===== src/rtl/fifo_rd_stream_pkg.sv =====
// Shared types for the FIFO read-side stream stage: skid-buffer occupancy states and data width.
package fifo_rd_stream_pkg;

  localparam int FIFO_WIDTH = 16;

  typedef enum logic [1:0] {BUF_EMPTY, BUF_ONE, BUF_TWO} rd_buf_state_e;

endpackage


===== src/rtl/fifo_rd_skid_buf.sv =====
// Two-entry skid buffer: head drives the stream, tail absorbs the word that lands during back-pressure.
module fifo_rd_skid_buf #(
  parameter int FIFO_WIDTH = fifo_rd_stream_pkg::FIFO_WIDTH,
  parameter int BUF_DEPTH  = 2
) (
  input  logic                  clk,
  input  logic                  rst,
  input  logic                  push,
  input  logic                  pop,
  input  logic [FIFO_WIDTH-1:0] push_data,
  output logic [FIFO_WIDTH-1:0] head_data,
  output logic                  head_valid,
  output logic [1:0]            occ
);
  import fifo_rd_stream_pkg::*;

  rd_buf_state_e         state_q, state_d;
  logic [FIFO_WIDTH-1:0] head_q, head_d;
  logic [FIFO_WIDTH-1:0] tail_q, tail_d;
  logic                  valid_q, valid_d;

  always_comb begin
    state_d = state_q;
    head_d  = head_q;
    tail_d  = tail_q;
    case (state_q)
      BUF_EMPTY: begin
        if (push) begin
          head_d  = push_data;
          state_d = BUF_ONE;
        end
      end
      BUF_ONE: begin
        if (push && pop) begin
          head_d = push_data;
        end else if (push) begin
          tail_d  = push_data;
          state_d = BUF_TWO;
        end else if (pop) begin
          state_d = BUF_EMPTY;
        end
      end
      BUF_TWO: begin
        if (pop) begin
          head_d = tail_q;
          if (push) tail_d = push_data;
          else      state_d = BUF_ONE;
        end
      end
      default: state_d = BUF_EMPTY;
    endcase
    valid_d = (state_d != BUF_EMPTY);
  end

  // The upstream credit check must never let a word arrive into a full buffer.
  always_ff @(posedge clk) begin
    if (rst) begin
      state_q <= BUF_EMPTY;
      head_q  <= '0;
      tail_q  <= '0;
      valid_q <= 1'b0;
    end else begin
      assert (!(state_q == BUF_TWO && push && !pop));
      assert (int'(state_q) <= BUF_DEPTH);
      state_q <= state_d;
      head_q  <= head_d;
      tail_q  <= tail_d;
      valid_q <= valid_d;
    end
  end

  assign head_data  = head_q;
  assign head_valid = valid_q;
  assign occ        = state_q;

endmodule


===== src/rtl/fifo_rd_stream.sv =====
// Drains the upstream FIFO into a valid/ready stream with a credit-checked 2-entry skid buffer.
// Optional word counter output enabled by defining FIFO_RD_STREAM_WORD_CNT_EN.
module fifo_rd_stream #(
  parameter int FIFO_WIDTH = fifo_rd_stream_pkg::FIFO_WIDTH,
  parameter int BUF_DEPTH  = 2
) (
  input  logic                  clk,
  input  logic                  rst,
  input  logic                  fifo_empty,
  input  logic [FIFO_WIDTH-1:0] fifo_data_out,
  input  logic                  fifo_underflow,
  output logic                  fifo_rd_en,
  output logic [FIFO_WIDTH-1:0] m_data,
  output logic                  m_valid,
  input  logic                  m_ready,
  output logic                  err_underflow
`ifdef FIFO_RD_STREAM_WORD_CNT_EN
  ,
  output logic [15:0]           word_cnt
`endif
);
  import fifo_rd_stream_pkg::*;

  logic       pend_q, pend_d;
  logic       err_q, err_d;
  logic       pop, push;
  logic [1:0] occ;
  logic [2:0] credit;

  fifo_rd_skid_buf #(
    .FIFO_WIDTH(FIFO_WIDTH),
    .BUF_DEPTH (BUF_DEPTH)
  ) u_skid (
    .clk       (clk),
    .rst       (rst),
    .push      (push),
    .pop       (pop),
    .push_data (fifo_data_out),
    .head_data (m_data),
    .head_valid(m_valid),
    .occ       (occ)
  );

  // Words held plus the one in flight, less the one leaving now; m_ready feeds rd_en combinationally.
  always_comb begin
    pop        = m_valid & m_ready;
    push       = pend_q & ~fifo_underflow;
    credit     = {1'b0, occ} + {2'b0, pend_q} - {2'b0, pop};
    fifo_rd_en = ~rst & ~fifo_empty & (credit < 3'd2);
    pend_d     = fifo_rd_en;
    err_d      = err_q | (pend_q & fifo_underflow);
  end

  always_ff @(posedge clk) begin
    if (rst) begin
      pend_q <= 1'b0;
      err_q  <= 1'b0;
    end else begin
      pend_q <= pend_d;
      err_q  <= err_d;
    end
  end

  assign err_underflow = err_q;

`ifdef FIFO_RD_STREAM_WORD_CNT_EN
  logic [15:0] cnt_q, cnt_d;

  always_comb begin
    cnt_d = cnt_q + 16'(pop);
  end

  always_ff @(posedge clk) begin
    if (rst) cnt_q <= '0;
    else     cnt_q <= cnt_d;
  end

  assign word_cnt = cnt_q;
`endif

endmodule


===== config.mk =====
export PLATFORM = sky130hd
export DESIGN_NAME = fifo_rd_stream
export DESIGN_NICKNAME = d
export VERILOG_FILES = /design/src/rtl/fifo_rd_stream_pkg.sv /design/src/rtl/fifo_rd_skid_buf.sv /design/src/rtl/fifo_rd_stream.sv
export SDC_FILE = /design/constraint.sdc
export NUM_CORES = 1
export LEC_CHECK = 0
export CORE_ASPECT_RATIO = 1.1
export CORE_MARGIN = 2
export CORE_UTILIZATION = 52
export CTS_CLUSTER_SIZE = 20
export DETAILED_ROUTE_END_ITERATION = 8
export GPL_TIMING_DRIVEN = 0
export PLACE_DENSITY = 0.81
export SLEW_MARGIN = 15
export SYNTH_ARGS = -nofsm -noshare
export SYNTH_HDL_FRONTEND = slang
export SYNTH_SLANG_ARGS = --single-unit
export TNS_END_PERCENT = 20

===== constraint.sdc =====
create_clock -name clk -period 3.75 [get_ports clk]
set_input_delay 0.75 -clock clk [delete_from_list [all_inputs] [get_ports clk]]
set_output_delay 0.75 -clock clk [all_outputs]
set_load 0.01 [all_outputs]

# == Word-level counts from Yosys, hierarchy flattened ==
# Cells that the tools add are included.
# W data, S select, Z words.
# word_totals
output_inout_bits,19
wordCells,46
reg_bits,37
# classes
n_mux,15
n_addsub,2
eq_ne,6
n_lt_le_gt_ge,1
n_bitwise,9
n_reduce_logical,7
# ops
op,count
$mux W16,6
$pmux W16 S3,1
$pmux W16 S2,1
$mux W2,6
$ne A2 B1 Y1 const B,3
$pmux W2 S3,1
$and A1 B1 Y1,5
$reduce_and A4 Y1,1
$reduce_bool A2 Y1,2
$add A2 B1 Y3,1
$lt A3 B2 Y1 const B,1
$not A1 Y1,3
$reduce_and A3 Y1,1
$reduce_bool A3 Y1,1
$sub A3 B1 Y3,1
$eq A2 B1 Y1 const B,1
$eq A2 B2 Y1 const B,1
$logic_not A2 Y1,1
$ne A2 B2 Y1 const B,1
$logic_and A1 B1 Y1,1
$or A1 B1 Y1,1

# == Logic depth before layout (Yosys ltp) ==
# depth
word_depth,6
ltp_mapped,7
mapped_depth_nobuf,6

# == Modules after synthesis ==
# A second synthesis with hierarchy kept.
# hier_totals
hier_cells,179
hier_area_um2,1851.8
# by_module_without_submodules
module,seq_area_each_um2,cells_each,n_inst,area_per_inst_um2
fifo_rd_skid_buf,700.7,166,1,1721.7
fifo_rd_stream,40.0,13,1,130.1

# == Worst setup path before layout ==
# Ideal clock, no wire load.
# synth_timing
path_type,input-to-output
start,in m_ready
end,out fifo_rd_en
arrival_time_ps,2290
slack_ps,710
path_buffers,0
required_time_ps,3000
cell_stages,6
path_cell_list,nand2_1 -> ha_1 -> nand2b_1 -> fa_1 -> xor2_1 -> nor4b_1
# synth_between
elab_chain_cells,4
# synth_lines
element,line,text
from (decl),fifo_rd_stream.sv:15,"input logic m_ready,"
$and A1 B1 Y1,fifo_rd_stream.sv:46,pop = m_valid & m_ready;
$sub A3 B1 Y3,fifo_rd_stream.sv:48,"credit = {1'b0, occ} + {2'b0, pend_q} - {2'b0, pop};"
$lt A3 B2 Y1,fifo_rd_stream.sv:49,fifo_rd_en = ~rst & ~fifo_empty & (credit < 3'd2);
$and A1 B1 Y1,fifo_rd_stream.sv:49,
to (decl),fifo_rd_stream.sv:12,"output logic fifo_rd_en,"
# Every way passes these cells.

# == Worst setup path in the final report ==
# Same ends and word-level chain as after synthesis.

==> flow_summary.yaml <==
run_status:
  outcome: "finished clean"
detailed_routing:
  ant_nets: 0
  post-route-drc-count: 0
  drt_wl_total_um: 4090
  via_per_inst: 5.29
  drt_iter0_markers: 40
  first_pass_iters: 4
  dr_total_vias: 1440
  wl_per_cell_um: 15.0
worst_setup_path:
  critPathKind: "in -> out"
  path_max_fanout: 6
  path_cells: "dlymetal6s2s_1 > nand2_2 > ha_1 > nand2b_1 > fa_1 > xor2_1 > nor4b_2 > clkdlybuf4s15_2"
  critPathBufInv: 2
  startpoint_type: "input port"
  reg2reg_slack_ns: 1.82
  cpPeakStageDelay_ns: 0.38
  worstPathRequired_ns: 3.00
  cp.arrival_ns: 2.57
  end_kind: "output pin"
  cp_slowest_cell: "fa_1"
  critical-path-top-delay-family: "adder cells"
clocking:
  cts_buffer_depth: 2
  clkTransAtPathRegs_ns: 0.11
  htree_num_levels: 2
  insertion_delay_ns: 0.36
  cts_inserted_buffers: 5
  cts.sinks: 37
  cts_root_buf: "clkbuf_4"
  post-cts-setup-buffer-count: 0
  cts_tree: "yes"
floorplanning:
  initial_core_util_pct: 55.2
  die_h_um: 66.9
  die_w_um: 61.1
  ios: 40
  rows: 22
  die-area_um2: 4090
  core-area_um2: 3390
placed_design:
  port_buffers: 38
  place_congestion: 0.752
  hpwl_um: 3020
sta:
  max_freq_ghz: 0.301
  setup_viol: 0
  worstMarginPinSlew_ns: 0.632
  rsz0062_at_grt: "no"
  period_minus_slack_ns: 3.32
  slew_headroom_pct: 57.9
  drv_slew: 0
  holdWs_ns: 0.481
  fin_crit_sh_pct: 88.5
  finalHoldViolations: 0
  finalClockSkew_ns: 0.0164
finish:
  drive_gt1_share_pct: 18.3
  nNetsFinal: 246
  diodes: 0
  syn2layout_area_growth_pct: 29.0
  nFillCells: 291
job:
  max_cap_violations: 0
power_and_ir_drop:
  power_density_nw_per_um2: 352
  worst_ir_drop_vdd_uv: 239
  p_leak_nw: 0.920
  power_mw: 0.848
yosys:
  syn-cell-area_um2: 1870
  syn_inst: 178
  syn_avg_cell_area_um2: 10.5
  syn_nets: 201
  yosys.cell_types.count: 30
  yosys_register_bits: 37
  ys_seq_area_share_pct: 39.7
  yosysWarnings: 0
global_route:
  overflow: 0
  grt.total_usage_pct: 23.0
  grt_max_degree: 13
  antenna_found_initial: 0
  first_global_vias: 1480
  grt_first_pass_wirelength_um: 6830
worst_hold_path:
  hp-class: "reg -> reg"
-- placed cells by master, fill, tap and decap left out, drive strengths merged --
cell           netlist  routed
bufinv               0       1
a211o                1       1
clkdlybuf4s15        0       1
nand3b               1       1
or4b                 1       1
clkdlybuf4s50        0      36
a211oi              16      16
a21o                 1       1
ha                   1       1
mux2i               32      32
clkinvlp             0       1
fa                   1       1
nand2                2       2
a31oi                3       3
dlymetal6s2s         0       1
nor2                21      21
nor4b                2       2
nand2b              35      35
a21oi                3       3
nand4                1       1
or3b                 1       1
nand4b               1       1
clkbuf               7      13
o31ai                1       1
o211ai               1       1
dfxtp               37      37
xor2                 1       1
buf                  8       8
-- synth_stat cells --
cell / n / area share, %
mux2i_1: 32 / 17
a21oi_1: 2 / 0.54
buf_6: 3 / 1.8
a211oi_1: 2 / 0.80
a31oi_1: 3 / 1.0
a21o_1: 1 / 0.40
or4b_4: 1 / 0.74
nor4b_1: 2 / 0.94
nand4_1: 1 / 0.34
or3b_4: 1 / 0.60
o211ai_4: 1 / 1.1
fa_1: 1 / 1.1
nor2_2: 4 / 1.3
buf_12: 1 / 1.1
a21oi_2: 1 / 0.47
buf_4: 1 / 0.40
buf_8: 1 / 0.80
ha_1: 1 / 0.67
nand3b_1: 1 / 0.40
a211oi_2: 14 / 9.4
a211o_1: 1 / 0.47
buf_2: 2 / 0.54
xor2_1: 1 / 0.47
nor2_1: 17 / 3.4
o31ai_1: 1 / 0.40
clkbuf_1: 7 / 1.4
nand4b_1: 1 / 0.47
nand2b_1: 35 / 12
dfxtp_1: 37 / 40
nand2_1: 2 / 0.40
-- sequential cells by signal (all words and copies together) (netlist names) --
name               cells
u_skid.head_data      16
u_skid.tail_q         16
u_skid.occ             2
err_underflow          1
pend_q                 1
u_skid.head_valid      1
-- layer usage --
metal  vias to the layer above  track usage, %  wire length, µm
met1                       687            27.3             1770
li1                        708               -                -
met4                         0            9.51               78
met5                         -               0                0
met3                         8            5.83              183
met2                        37            38.4             2050
-- logic make-up (layout without fill, tap and decap cells) --
kind of cell               Yosys count  count (layout)  synth area share [%]
buffers and inverters               15              61                  6.03
muxes                               32              32                  17.1
adders and majority gates            2               2                  1.74
xor gates and xnor gates             1               1                 0.469
DFF                                 37              37                  39.7
AOI/OAI and AO/OA                   26              26                  14.6
and+or+nand+nor                     65              65                  20.4
-- stage by stage --
stage | setup TNS (ns) | setup WS [ns] | cell area [µm²] | utilization, % | cells
floorplan | 0 | 0.710 | 1870 | - | 178
global placement | -0.254 | -0.254 | 2310 | 68.2 | 264
detailed placement | -0.467 | -0.467 | 2310 | 68.2 | 264
CTS | 0 | 0.0204 | 2410 | 71.1 | 272
global route | 0 | 0.340 | 2410 | 71.2 | 272
finish | 0 | 0.432 | 2410 | 71.2 | 272
-- report_power, final --
group          internal, mW  switching (mW)
clock network         0.158           0.143
logic                0.0727          0.0590
registers             0.406         0.00835
-- timing repair --
item,CTS,global route
hold buffers,0,0
endpoints found under the setup margin,1,1
resized for setup,5,1
-- worst min-delay path: cells and delay by family (launching register included) --
| kind | cells | cell delay (ns) |
|---|---|---|
| flip-flops | 1 | 0.33 |
| AND/OR/NAND/NOR | 1 | 0.06 |
| multiplexers | 1 | 0.05 |
-- final timing paths --
kind / startpoint / end / cells after the start
hold / removal: u_skid.tail_q[11] / u_skid.tail_q[11] / 2
setup reg to reg: u_skid.head_valid / pend_q / 6
setup / recovery: m_ready / fifo_rd_en / 8
hold reg to reg: u_skid.tail_q[11] / u_skid.tail_q[11] / 2
-- cell type report --
cell class / instances / area [µm²] / area share, %
Buffer: 15 / 113 / 4.67
Tap cell: 48 / 60.1 / 2.49
Clock inverter: 2 / 37.5 / 1.56
Timing Repair Buffer: 38 / 384 / 15.9
Clock buffer: 6 / 51.3 / 2.13
Sequential cell: 37 / 741 / 30.7
Multi-Input combinational cell: 126 / 1020 / 42.5
No activity file was read; power rests on OpenSTA's default activity.
